**src/rtl/cpu_ctrl_mc.sv**
```systemverilog
// cpu_ctrl_mc: multi-cycle MIPS-subset control unit.
// The state register is clocked. Every output is decoded combinationally from state and inputs.
//
// Parameters:
//   MEM_TIMEOUT : maximum number of cycles spent waiting for mem_ready in one memory state
//   TRAP_VEC    : PC value loaded on a trap; the datapath applies it when PCSource=3
// Ports:
//   clk, rst_n           : clock, asynchronous active-low reset
//   Inst                 : IR contents (opcode [31:26], funct [5:0])
//   Zero                 : ALU zero flag
//   mem_ready            : memory completes the current access this cycle
//   int_req              : level interrupt request (used only with CTRL_INT_EN)
//   mem_req/MemWrite/IorD/IRWrite, PCWrite, PCSource : memory and PC controls
//   RegWrite/RegDst/Jal/ALUSrc_A/EXTLog, ALUSrc_B, DatatoReg, ALUControl : datapath controls
//   state                : current state (debug)
//   inst_done, trap      : one-cycle retire and trap-entry pulses
// Configuration macro: CTRL_INT_EN enables taking interrupts at instruction retire.
module cpu_ctrl_mc #(
  parameter int unsigned MEM_TIMEOUT = 15,
  parameter logic [31:0] TRAP_VEC    = 32'h0000_0004
) (
  input  logic        clk,
  input  logic        rst_n,
  input  logic [31:0] Inst,
  input  logic        Zero,
  input  logic        mem_ready,
  input  logic        int_req,
  output logic        mem_req,
  output logic        MemWrite,
  output logic        IorD,
  output logic        IRWrite,
  output logic        PCWrite,
  output logic [1:0]  PCSource,
  output logic        RegWrite,
  output logic        RegDst,
  output logic        Jal,
  output logic        ALUSrc_A,
  output logic        EXTLog,
  output logic [1:0]  ALUSrc_B,
  output logic [1:0]  DatatoReg,
  output logic [3:0]  ALUControl,
  output logic [3:0]  state,
  output logic        inst_done,
  output logic        trap
);

  localparam int unsigned CNT_W = 4;
  localparam logic [CNT_W-1:0] CNT_LAST = CNT_W'(MEM_TIMEOUT - 1);

  typedef enum logic [3:0] {
    S_IF   = 4'd0,
    S_ID   = 4'd1,
    S_EX   = 4'd2,
    S_MA   = 4'd3,
    S_MRD  = 4'd4,
    S_MWR  = 4'd5,
    S_WB   = 4'd6,
    S_BR   = 4'd7,
    S_JMP  = 4'd8,
    S_TRAP = 4'd9
  } state_t;

  localparam logic [5:0] OP_R    = 6'h00, OP_J    = 6'h02, OP_JAL  = 6'h03;
  localparam logic [5:0] OP_BEQ  = 6'h04, OP_BNE  = 6'h05, OP_ADDI = 6'h08;
  localparam logic [5:0] OP_SLTI = 6'h0a, OP_ANDI = 6'h0c, OP_ORI  = 6'h0d;
  localparam logic [5:0] OP_XORI = 6'h0e, OP_LUI  = 6'h0f, OP_LW   = 6'h23;
  localparam logic [5:0] OP_SW   = 6'h2b;

  localparam logic [5:0] FN_SLL = 6'h00, FN_SRL = 6'h02, FN_JR  = 6'h08;
  localparam logic [5:0] FN_ADD = 6'h20, FN_SUB = 6'h22, FN_AND = 6'h24;
  localparam logic [5:0] FN_OR  = 6'h25, FN_XOR = 6'h26, FN_NOR = 6'h27;
  localparam logic [5:0] FN_SLT = 6'h2a;

  localparam logic [3:0] ALU_AND = 4'd0, ALU_OR  = 4'd1, ALU_ADD = 4'd2;
  localparam logic [3:0] ALU_XOR = 4'd3, ALU_NOR = 4'd4, ALU_SRL = 4'd5;
  localparam logic [3:0] ALU_SUB = 4'd6, ALU_SLT = 4'd7, ALU_SLL = 4'd8;

  localparam logic [1:0] PC_ALU = 2'd0, PC_ALUOUT = 2'd1, PC_JUMP = 2'd2, PC_TRAP = 2'd3;
  localparam logic [1:0] B_RT = 2'd0, B_FOUR = 2'd1, B_IMM = 2'd2, B_IMMSH = 2'd3;
  localparam logic [1:0] D_ALU = 2'd0, D_MEM = 2'd1, D_LUI = 2'd2, D_PC = 2'd3;

  state_t           state_q, state_nxt, retire_nxt;
  logic [CNT_W-1:0] wait_cnt;
  logic [5:0]       op, fn;
  logic             is_r, is_nop, is_alu, is_shift, is_logi, is_jr;
  logic [3:0]       alu_op;
  logic             timeout, fetch_done, int_hit;

  assign op         = Inst[31:26];
  assign fn         = Inst[5:0];
  assign is_r       = (op == OP_R);
  assign is_nop     = (Inst == 32'd0);
  assign timeout    = !mem_ready && (wait_cnt == CNT_LAST);
  // Qualify with rst_n so a mem_ready seen during reset cannot load IR or PC.
  assign fetch_done = mem_ready && rst_n;
  assign state      = 4'(state_q);

`ifdef CTRL_INT_EN
  assign int_hit = int_req;
  logic unused_cfg;
  assign unused_cfg = ^TRAP_VEC;
`else
  assign int_hit = 1'b0;
  logic unused_cfg;
  assign unused_cfg = ^{TRAP_VEC, int_req};
`endif

  // Retiring instructions go back to fetch unless an interrupt is pending.
  assign retire_nxt = int_hit ? S_TRAP : S_IF;

  // Instruction decode: the ALU class, the ALU op and the operand-select modifiers.
  always_comb begin
    is_alu   = 1'b0;
    is_shift = 1'b0;
    is_logi  = 1'b0;
    is_jr    = 1'b0;
    alu_op   = ALU_ADD;
    if (is_r) begin
      case (fn)
        FN_ADD: begin is_alu = 1'b1; alu_op = ALU_ADD; end
        FN_SUB: begin is_alu = 1'b1; alu_op = ALU_SUB; end
        FN_AND: begin is_alu = 1'b1; alu_op = ALU_AND; end
        FN_OR:  begin is_alu = 1'b1; alu_op = ALU_OR;  end
        FN_XOR: begin is_alu = 1'b1; alu_op = ALU_XOR; end
        FN_NOR: begin is_alu = 1'b1; alu_op = ALU_NOR; end
        FN_SLT: begin is_alu = 1'b1; alu_op = ALU_SLT; end
        FN_SRL: begin is_alu = 1'b1; is_shift = 1'b1; alu_op = ALU_SRL; end
        FN_SLL: begin is_alu = 1'b1; is_shift = 1'b1; alu_op = ALU_SLL; end
        FN_JR:  is_jr = 1'b1;
        default: ;
      endcase
    end else begin
      case (op)
        OP_ADDI: begin is_alu = 1'b1; alu_op = ALU_ADD; end
        OP_SLTI: begin is_alu = 1'b1; alu_op = ALU_SLT; end
        OP_ANDI: begin is_alu = 1'b1; is_logi = 1'b1; alu_op = ALU_AND; end
        OP_ORI:  begin is_alu = 1'b1; is_logi = 1'b1; alu_op = ALU_OR;  end
        OP_XORI: begin is_alu = 1'b1; is_logi = 1'b1; alu_op = ALU_XOR; end
        OP_LUI:  begin is_alu = 1'b1; alu_op = ALU_ADD; end
        default: ;
      endcase
    end
  end

  // State register and memory wait counter; the counter clears whenever the state changes.
  always_ff @(posedge clk or negedge rst_n) begin
    if (!rst_n) begin
      state_q  <= S_IF;
      wait_cnt <= '0;
    end else begin
      state_q <= state_nxt;
      if (state_nxt != state_q) wait_cnt <= '0;
      else                      wait_cnt <= wait_cnt + CNT_W'(1);
    end
  end

  // Next-state and output decode.
  always_comb begin
    state_nxt  = state_q;
    mem_req    = 1'b0;
    MemWrite   = 1'b0;
    IorD       = 1'b0;
    IRWrite    = 1'b0;
    PCWrite    = 1'b0;
    PCSource   = PC_ALU;
    RegWrite   = 1'b0;
    RegDst     = 1'b0;
    Jal        = 1'b0;
    ALUSrc_A   = 1'b0;
    EXTLog     = 1'b0;
    ALUSrc_B   = B_RT;
    DatatoReg  = D_ALU;
    ALUControl = ALU_AND;
    inst_done  = 1'b0;
    trap       = 1'b0;
    case (state_q)
      S_IF: begin
        mem_req = 1'b1;
        if (fetch_done) begin
          IRWrite    = 1'b1;
          PCWrite    = 1'b1;
          PCSource   = PC_ALU;
          ALUSrc_B   = B_FOUR;
          ALUControl = ALU_ADD;
          state_nxt  = S_ID;
        end else if (timeout && rst_n) begin
          state_nxt = S_TRAP;
        end
      end
      S_ID: begin
        ALUSrc_B   = B_IMMSH;
        ALUControl = ALU_ADD;
        if (is_nop) begin
          inst_done = 1'b1;
          state_nxt = retire_nxt;
        end else if (is_alu)                      state_nxt = S_EX;
        else if (op == OP_LW || op == OP_SW)      state_nxt = S_MA;
        else if (op == OP_BEQ || op == OP_BNE)    state_nxt = S_BR;
        else if (op == OP_J || op == OP_JAL || is_jr) state_nxt = S_JMP;
        else                                      state_nxt = S_TRAP;
      end
      S_EX: begin
        ALUSrc_B   = is_r ? B_RT : B_IMM;
        ALUSrc_A   = is_shift;
        EXTLog     = is_logi;
        ALUControl = alu_op;
        state_nxt  = S_WB;
      end
      S_MA: begin
        ALUSrc_B   = B_IMM;
        ALUControl = ALU_ADD;
        state_nxt  = (op == OP_SW) ? S_MWR : S_MRD;
      end
      S_MRD: begin
        mem_req = 1'b1;
        IorD    = 1'b1;
        if (mem_ready)    state_nxt = S_WB;
        else if (timeout) state_nxt = S_TRAP;
      end
      S_MWR: begin
        mem_req  = 1'b1;
        IorD     = 1'b1;
        MemWrite = 1'b1;
        if (mem_ready) begin
          inst_done = 1'b1;
          state_nxt = retire_nxt;
        end else if (timeout) begin
          state_nxt = S_TRAP;
        end
      end
      S_WB: begin
        RegWrite  = 1'b1;
        RegDst    = is_r;
        if (op == OP_LUI)     DatatoReg = D_LUI;
        else if (op == OP_LW) DatatoReg = D_MEM;
        inst_done = 1'b1;
        state_nxt = retire_nxt;
      end
      S_BR: begin
        ALUSrc_B   = B_RT;
        ALUControl = ALU_SUB;
        PCWrite    = (op == OP_BNE) ? !Zero : Zero;
        PCSource   = PC_ALUOUT;
        inst_done  = 1'b1;
        state_nxt  = retire_nxt;
      end
      S_JMP: begin
        PCWrite = 1'b1;
        if (is_jr) begin
          // jr has rt=$0, so rs + rt passes rs through the ALU.
          PCSource   = PC_ALU;
          ALUSrc_B   = B_RT;
          ALUControl = ALU_ADD;
        end else begin
          PCSource = PC_JUMP;
        end
        if (op == OP_JAL) begin
          RegWrite  = 1'b1;
          Jal       = 1'b1;
          DatatoReg = D_PC;
        end
        inst_done = 1'b1;
        state_nxt = retire_nxt;
      end
      S_TRAP: begin
        PCWrite   = 1'b1;
        PCSource  = PC_TRAP;
        trap      = 1'b1;
        state_nxt = S_IF;
      end
      default: state_nxt = S_TRAP;
    endcase
  end

endmodule

```
**config.mk**
```make
export PLATFORM = sky130hd
export DESIGN_NAME = cpu_ctrl_mc
export DESIGN_NICKNAME = d
export VERILOG_FILES = /design/src/rtl/cpu_ctrl_mc.sv
export SDC_FILE = /design/constraint.sdc
export NUM_CORES = 1
export LEC_CHECK = 0
export BUFFER_PORTS_ARGS = -buffer_cell sky130_fd_sc_hd__buf_2
export CORE_MARGIN = 2
export CORE_UTILIZATION = 40
export DETAILED_ROUTE_END_ITERATION = 10
export PLACE_DENSITY_LB_ADDON = 0.08
export SYNTH_ARGS = -nofsm -noshare
export SYNTH_HDL_FRONTEND = slang
export SYNTH_SLANG_ARGS = --single-unit
export TNS_END_PERCENT = 10
```
**constraint.sdc**
```tcl
create_clock -name clk -period 2.26 [get_ports clk]
set_input_delay 0.226 -clock clk [delete_from_list [all_inputs] [get_ports clk]]
set_output_delay 0.226 -clock clk [all_outputs]
set_load 0.005 [all_outputs]
```
==> results of run 1 <==
## cells in the final DEF, fill, tap and decap left out, types with 2 or more instances in the layout
master,Yosys,final
a21boi_0,2,2
a21o_1,3,3
a21oi_1,12,12
a31oi_1,3,3
a32oi_1,2,2
and3_1,2,2
buf_2,3,61
buf_4,0,5
clkbuf_4,0,3
dfrtp_1,8,8
ha_1,2,2
inv_1,7,7
nand2_1,16,16
nand2b_1,2,2
nand3_1,8,8
nand3b_1,3,3
nand4_1,2,2
nand4b_1,2,2
nor2_1,19,19
nor2b_1,4,4
nor3_1,7,7
nor3_2,2,2
nor3b_1,6,6
nor4_1,10,10
nor4b_1,2,2
o211ai_1,2,2
o21ai_0,2,2
o22ai_1,2,2
o31ai_1,2,2
or3_1,3,3
or3b_2,2,2
xnor2_1,3,3
## timing repair
item / 4_1_cts / 5_1_grt
hold endpoints to repair: 8 / 0
endpoints found under the setup margin: 0 / 0
hold buffers: 1 / 0
resized for setup: 0 / 0
## per-layer routing
layer,part of all wire [%],vias to the layer above
li1,-,761
met1,44,710
met2,47,71
met3,8.5,4
met4,0.99,0
met5,0,-
## layout make-up
type | count | area (um2) | area share (%)
clock buffers | 3 | 22.52 | 1.422
inverters | 7 | 26.28 | 1.659
multi-input cells | 144 | 940.9 | 59.40
flip-flops and latches | 8 | 200.2 | 12.64
well taps | 33 | 41.29 | 2.607
repair buffers | 67 | 352.8 | 22.27
## registers in the layout, summed over array words and instances, names as in the netlist
signal	flops
state	4
wait_cnt	4
## power breakdown
group / switching (mW) / leakage (nW) / total, mW / internal [mW]
sequential: 0.0665 / 0.107 / 0.251 / 0.185
combinational: 0.524 / 0.608 / 0.937 / 0.413
clock: 0.0474 / 0.0138 / 0.108 / 0.0607
## critical path: cells and delay by family
kind / cells / cell delay, ps
buffers and inverters: 3 / 870
AND/OR/NAND/NOR: 2 / 790
## cell families (layout without fill, tap and decap cells)
family          count (synthesis)  count (layout)
buf+inv                        20              77
mux                             1               1
compound gates                 39              39
simple gates                   98              98
flops                           8               8
fa+ha+maj                       2               2
xor+xnor                        4               4
## how the worst max path moves through the flow
stage / slack [ps] / endpoint
after floorplan: 490 / wait_cnt[2]
after global placement: 230 / inst_done
after detailed placement: 230 / inst_done
after CTS: 130 / ALUControl[1]
after global routing: 30 / DatatoReg[0]
final: 140 / ALUControl[1]
## stage by stage
step | cells | util [%] | worst slack [ps]
after floorplan | 172 | - | 489.6
after detailed placement | 258 | 52.10 | 232.0
after global routing | 262 | 53.19 | 34.84
final | 262 | 53.19 | 142.5
after CTS | 262 | 53.19 | 126.5
after global placement | 258 | 52.10 | 231.6
==> flow_summary.ini, run 1 <==
[critical_path]
worstPathArrival_ps = 1890
path_common_cell = buf_2
r2r_start = state[2]
path_cells = dlygate4sd3_1 > buf_2 > and4b_1 > or4_1 > buf_2
rr_endpoint = wait_cnt[2]
critPathMaxStageDelay_ps = 530
rr_worst_depth = 6
cp-end-kind = output pin
path_max_fanout = 11
cpMaxStageDelayCell = dlygate4sd3_1
crit_type = primary input to output pin
cp-start-kind = primary input
r2r_setup_slack_ps = 270
cp-startpoint = rst_n
required_ps = 2030

[yosys]
synth_top_family_by_area = simple AND/OR/NAND/NOR gates
synth_edf_count = 0
netlist-cell-type-count = 52
synthMuxAreaShare_pct = 0.8155
ys_top_cells_by_count = nor2_1 (19), nand2_1 (16), a21oi_1 (12)
yosys-top-cells-area = dfrtp_1 (16%), nor2_1 (5.8%), nor4_1 (5.1%), a21oi_1 (4.9%), nand2_1 (4.9%)
synthFlopType = dfrtp_1
synth-seq-cells = 8
yosysSeqAreaShare_pct = 16.31
synth_top_area_cell = dfrtp_1
synthAdderAreaFrac_pct = 2.039
synth_cells = 172
netlist.area_leader.share_pct = 16.31
async_flop_share_pct = 100.0
post_synth.cell_area_avg_um2 = 7.136
syn-cell-area_um2 = 1227
synthSimpleGateAreaFrac_pct = 47.91
synthMostInstantiatedCell = nor2_1
synth_xor_area_share_pct = 2.854
yosysWarnings = 0
synth-compound-area-share_pct = 23.04
synth_nets = 211

[sta]
rsz0062_at_grt = no
clock_skew_ps = 4.832
maxSlewViolCount = 0
fmax_mhz = 472.3
tns_ps = 0
setup-violations-final = 0
min_period_ps = 2118
period_share_pct = 93.70
worstMarginPinSlew_ps = 543.5
relSlewSlack_pct = 63.49
whs_ps = 349.3
hold_viol = 0

[global_routing]
globalRouteTotalUtil_pct = 22.58
grt_max_degree = 27
antenna_found_initial = 0
globalRouteMet2Util_pct = 36.58
first_global_vias = 1337
use_met3_pct = 4.148
grt.overflow.total = 0
use_met1_pct = 31.74
grt_busiest_layer = met2
grt_pass1_wl_um = 6230

[hold_path]
hold_end = state[1]
hp-class = primary input to register
holdPathStages = 3
holdCritStartpoint = mem_ready

[cts]
clock_latency_ps = 260
cts.clk_slew.worst_paths_ps = 50
clk_path_buf_depth = 2
htree_levels = 1
clock_sink_count = 8
root_buffer = clkbuf_4
tritoncts = done
post-cts-setup-buffers = 0
cts_buffers = 3

[detailed_routing]
drt_wl_total_um = 3738
dr_total_vias = 1546
wl_per_cell_um = 14.27
ant_nets = 0
drcViolationCount = 0
via_per_inst = 5.901
drt-initial-drc-count = 77
drt_first_pass_iters = 4

[die]
die_area_um2 = 3528
io_pins = 63
coreArea_um2 = 2978
num_rows = 20
start_util_pct = 41.22
die_w_um = 59.40
die_h_um = 59.40

[pwr]
power_density_nw_per_um2 = 818.3
leakage_nw = 0.7288
ir_drop_uv = 275.7
power_mw = 1.296

[cells_and_area]
synthToLayoutAreaGrowth_pct = 29.05
fillCellCount = 312
diodes = 0
finalInstanceArea_um2 = 1584
fin_nets = 270
layout-drive-gt1-share_pct = 34.93

[place]
gp_congestion = 0.8043
numPortBuffers = 61
post-dp-hpwl_um = 3002
placed_area_um2 = 1551

[run_status]
outcome = finished clean

[flow_run]
max-cap-violations = 0
No activity file was read; power rests on OpenSTA's default activity.
==> run 2, diff against run 1 <==
clock period = 1.8 ns   (was 2.26 ns; I/O delays follow)
==> flow_summary.ini, run 2 (synthesis results as in run 1) <==
[cells_and_area]
final_cell_mix = buf_2 (61), buf_4 (41), nor2_1 (15), nand2_1 (12), a21oi_1 (10)
layout_commonest_cell = buf_2
diodes = 0
synthToLayoutAreaGrowth_pct = 81.86
multiInputGateArea_um2 = 1170
finalInstanceArea_um2 = 2232
seqCellArea_um2 = 203.9
fin_nets = 317
fillCellCount = 241
layout-drive-gt1-share_pct = 60.51
final_cells = 309

[global_routing]
grt_max_degree = 27
globalRouteTotalUtil_pct = 25.54
first_global_vias = 1583
grt.overflow.total = 0
grt_pass1_wl_um = 6927
antenna_found_initial = 0

[critical_path]
rr_endpoint = wait_cnt[1]
path_max_fanout = 6
cp-start-kind = register
crit_buf_inv = 3
cp_num_cells = 6
rr_worst_depth = 8
cp-startpoint = state[2]
required_ps = 1620
r2r_setup_slack_ps = -130
endpoint = ALUControl[1]
cp-end-kind = output pin
crit_family = simple AND/OR/NAND/NOR gates
cpMaxStageDelayCell = or4_1
critPathMaxStageDelay_ps = 520
worstPathArrival_ps = 1760
path_cells = buf_6 > inv_2 > nor2_4 > nor3b_1 > or4_1 > buf_2
r2r_start = state[3]
crit_type = register to output pin

[cts]
clock_sink_count = 8
htree_levels = 1
root_buffer = clkbuf_4
clock_latency_ps = 260
cts.clk_slew.worst_paths_ps = 60
cts_buffers = 3
clk_path_buf_depth = 2
tritoncts = done

[detailed_routing]
drt_first_pass_iters = 4
wl_per_cell_um = 16.75
ant_nets = 0
drt-initial-drc-count = 108
via_per_inst = 5.994
dr_total_vias = 1852
drcViolationCount = 0
drt_wl_total_um = 5176

[pwr]
power_density_nw_per_um2 = 1133
ir_drop_uv = 508.2
power_mw = 2.529
leakage_nw = 1.041

[place]
gp_congestion = 0.8976
dp_cells = 290
post-dp-hpwl_um = 3322
numPortBuffers = 61
placed_area_um2 = 1804
place_ws_ps = -92.95

[sta]
fmax_mhz = 515.9
relSlewSlack_pct = 71.50
min_period_ps = 1938
period_share_pct = 107.7
clock_skew_ps = 6.386
whs_ps = 301.5
rsz0062_at_grt = yes
setup-violations-final = 11
hold_viol = 0
layout_setup_ws_ps = -138.5
worstMarginPinSlew_ps = 425.1
maxSlewViolCount = 0

[flow_run]
max-cap-violations = 0

[die]
die_w_um = 59.40
die_area_um2 = 3528
io_pins = 63
die_h_um = 59.40
start_util_pct = 41.22
num_rows = 20
coreArea_um2 = 2978

[run_status]
failed_checks = negative setup slack
outcome = complete, but fails checks

[hold_path]
hp-class = primary input to register
==> run 2: changes by cell type in the layout (fill, tap and decap cells not counted), moves of 3 or more <==
cell,change
buf_4,+36
buf_6,+8
nor4_1,-5
nor4_2,+5
nand2_1,-4
nor2_1,-4
dfrtp_1,-3
dfrtp_2,+3
nand2_4,+3
nor2_4,+3
nor3_1,-3
==> run 2: what timing repair did <==
action / 4_1_cts / 5_1_grt
endpoints found under the hold margin: 8 / 0
cloned: 0 / 0
setup endpoints to repair: 15 / 19
resized for setup: 21 / 44
hold buffers: 1 / 0
setup buffers: 5 / 10
pin swaps: 8 / 19
==> run 2: routing by layer <==
| layer | global-route usage, % | share of wire [%] |
|---|---|---|
| met5 | 0 | 0 |
| met4 | 2.922 | 2.8 |
| met2 | 47.41 | 51 |
| met1 | 31.43 | 38 |
| met3 | 4.148 | 7.8 |
==> run 2: worst min-delay path, stage by stage <==
cell and delay (ps):
buf_2 150, nand3b_1 110, nand3_1 80
==> run 2: area by class of cell <==
type	instances	share of cell area, %
well taps	33	1.850
multi-input cells	144	52.41
clock buffers	3	1.009
flip-flops and latches	8	9.137
inverters	7	1.177
repair buffers	114	34.42
==> run 2: worst min path at each step <==
| stage | startpoint | cells after the start | end | slack [ps] |
|---|---|---|---|---|
| global route | mem_ready | 3 | state[1] | 300 |
| floorplan | rst_n | 0 | state[0] | -120 |
| global placement | rst_n | 2 | state[2] | 110 |
| CTS | mem_ready | 3 | state[1] | 280 |
| finish | mem_ready | 3 | state[1] | 300 |
| detailed placement | rst_n | 2 | state[2] | 110 |
==> run 2: report_power, final <==
part,switching [mW],leakage (nW),internal [mW],total [mW]
sequential,0.0582,0.103,0.237,0.296
clock,0.0640,0.0138,0.0765,0.140
combinational,1.03,0.925,1.06,2.09
total,1.15,1.04,1.38,2.53
==> run 2: metrics by stage <==
step | TNS [ps] | utilization, %
finish | -808.0 | 74.96
global route | -1506 | 74.96
CTS | -528.3 | 65.92
detailed placement | -347.0 | 60.59
global placement | -100.2 | 60.59
floorplan | 0 | -
==> run 3, diff against run 2 <==
CTS_BUF_LIST = sky130_fd_sc_hd__clkbuf_8 sky130_fd_sc_hd__clkbuf_16   (was unset)
==> flow_summary.ini, run 3 (synthesis results as in run 1) <==
[run_status]
outcome = complete, but fails checks
failed_checks = negative setup slack

[detailed_routing]
drt-initial-drc-count = 103
ant_nets = 0
drt_first_pass_iters = 4
via_per_inst = 5.682
wl_per_cell_um = 14.68
dr_wl_met2_um = 2229
drt_wl_total_um = 4433
met1Wirelength_um = 1834
drcViolationCount = 0
met3_length_um = 297
top_layer = met4
dr_total_vias = 1716

[pwr]
sequentialPowerShare_pct = 13.9
power_density_nw_per_um2 = 1075
p_int_mw = 1.224
leakage_nw = 0.9641
power_mw = 2.186
ir_drop_uv = 423.1
p_switching_mw = 0.9621
sw_frac_of_total_pct = 44.01
clkPwrFrac_pct = 10.0
p_comb_share_pct = 76.0

[sta]
fmax_mhz = 537.0
hold_viol = 0
setup-violations-final = 5
maxSlewViolCount = 0
relSlewSlack_pct = 74.46
worstMarginPinSlew_ps = 380.2
period_share_pct = 103.4
clock_skew_ps = 2.881
rsz0062_at_grt = yes
layout_setup_ws_ps = -62.09
min_period_ps = 1862

[place]
gp_congestion = 0.8976
post-dp-hpwl_um = 3322
numPortBuffers = 61

[hold_path]
holdCritStartpoint = mem_ready
hp-class = primary input to register
hold_end = state[1]
holdPathStages = 3

[die]
die_area_um2 = 3528
io_pins = 63
die_w_um = 59.40
coreArea_um2 = 2978
die_h_um = 59.40
num_rows = 20
start_util_pct = 41.22

[cts]
root_buffer = clkbuf_8
htree_levels = 1
cts_buffers = 3
clock_sink_count = 8
clock_latency_ps = 230
cts.clk_slew.worst_paths_ps = 40
tritoncts = done
clk_path_buf_depth = 2

[critical_path]
worstPathArrival_ps = 1680
rr_endpoint = wait_cnt[1]
rr_worst_depth = 7
r2r_start = state[2]
required_ps = 1620
crit_type = register to output pin
r2r_setup_slack_ps = 30
critPathMaxStageDelay_ps = 410
path_max_fanout = 4
cpMaxStageDelayCell = dfrtp_1
path_cells = buf_6 > nand2b_1 > or3_4 > o41ai_2 > buf_2
cp-start-kind = register
cp-end-kind = output pin

[cells_and_area]
diodes = 0
final_cell_mix = buf_2 (61), buf_4 (40), nor2_1 (15), nand2_1 (14), a21oi_1 (12)
layout_commonest_cell = buf_2
layout-drive-gt1-share_pct = 52.42
utilization_pct = 68.28
fin_nets = 310
synthToLayoutAreaGrowth_pct = 65.65

[global_routing]
grt_max_degree = 27
globalRouteTotalUtil_pct = 25.14
grt.overflow.total = 0
first_global_vias = 1578
antenna_found_initial = 0
grt_pass1_wl_um = 6851

[flow_run]
max-cap-violations = 0
==> run 3: layout make-up <==
class	instances	area, um2
Clock buffer	3	41.29
Fill cell	273	944.7
Inverter	7	26.28
Multi-Input combinational cell	144	1037
Sequential cell	8	202.7
Tap cell	33	41.29
Timing Repair Buffer	107	684.4
==> run 3: how the worst max path moves through the flow <==
stage / start / slack (ps) / end
after detailed placement: Inst[5] / -90 / inst_done
final: state[3] / -60 / DatatoReg[0]
after floorplan: state[3] / 30 / wait_cnt[2]
after CTS: state[0] / -50 / ALUSrc_A
after global placement: state[2] / -40 / wait_cnt[3]
after global routing: state[0] / -150 / ALUSrc_A
==> run 3: what timing repair did <==
item | 4_1_cts | 5_1_grt
setup endpoints to repair | 14 | 19
pin swaps | 9 | 1
resized for setup | 20 | 12
hold buffers | 1 | 0
endpoints found under the hold margin | 8 | 0
buffers inserted | 8 | 0
==> run 3: layer usage <==
| metal | vias up | GRT usage, % |
|---|---|---|
| met3 | 9 | 5.022 |
| li1 | 840 | - |
| met2 | 82 | 44.58 |
| met4 | 0 | 5.519 |
| met5 | - | 0 |
| met1 | 785 | 31.03 |
==> run 3: metrics by stage <==
step	setup TNS, ps	cells	instance area [um2]	hold slack (ps)	setup WS (ps)
after floorplan	0	172	1227	-115.6	29.58
after global placement	-100.2	290	1804	105.9	-43.84
after CTS	-139.5	302	1987	319.6	-45.32
final	-130.0	302	2033	333.2	-62.09
after detailed placement	-347.0	290	1804	112.6	-92.95
after global routing	-1101	302	2033	378.6	-146.7
==> run 3: power groups by stage <==
stage / Sequential (mW) / Clock, mW / Combinational [mW]
floorplan: 0.279 / 0 / 0.776
global placement: 0.299 / 0 / 1.36
detailed placement: 0.303 / 0 / 1.40
CTS: 0.296 / 0.224 / 1.62
global route: 0.313 / 0.232 / 1.80
finish: 0.305 / 0.219 / 1.66
==> run 3: worst max-delay path, delay by kind of cell (launching register included) <==
family,cells,cell delay [ps]
flops,1,410
simple gates,2,500
compound gates,1,220
buf+inv,2,310
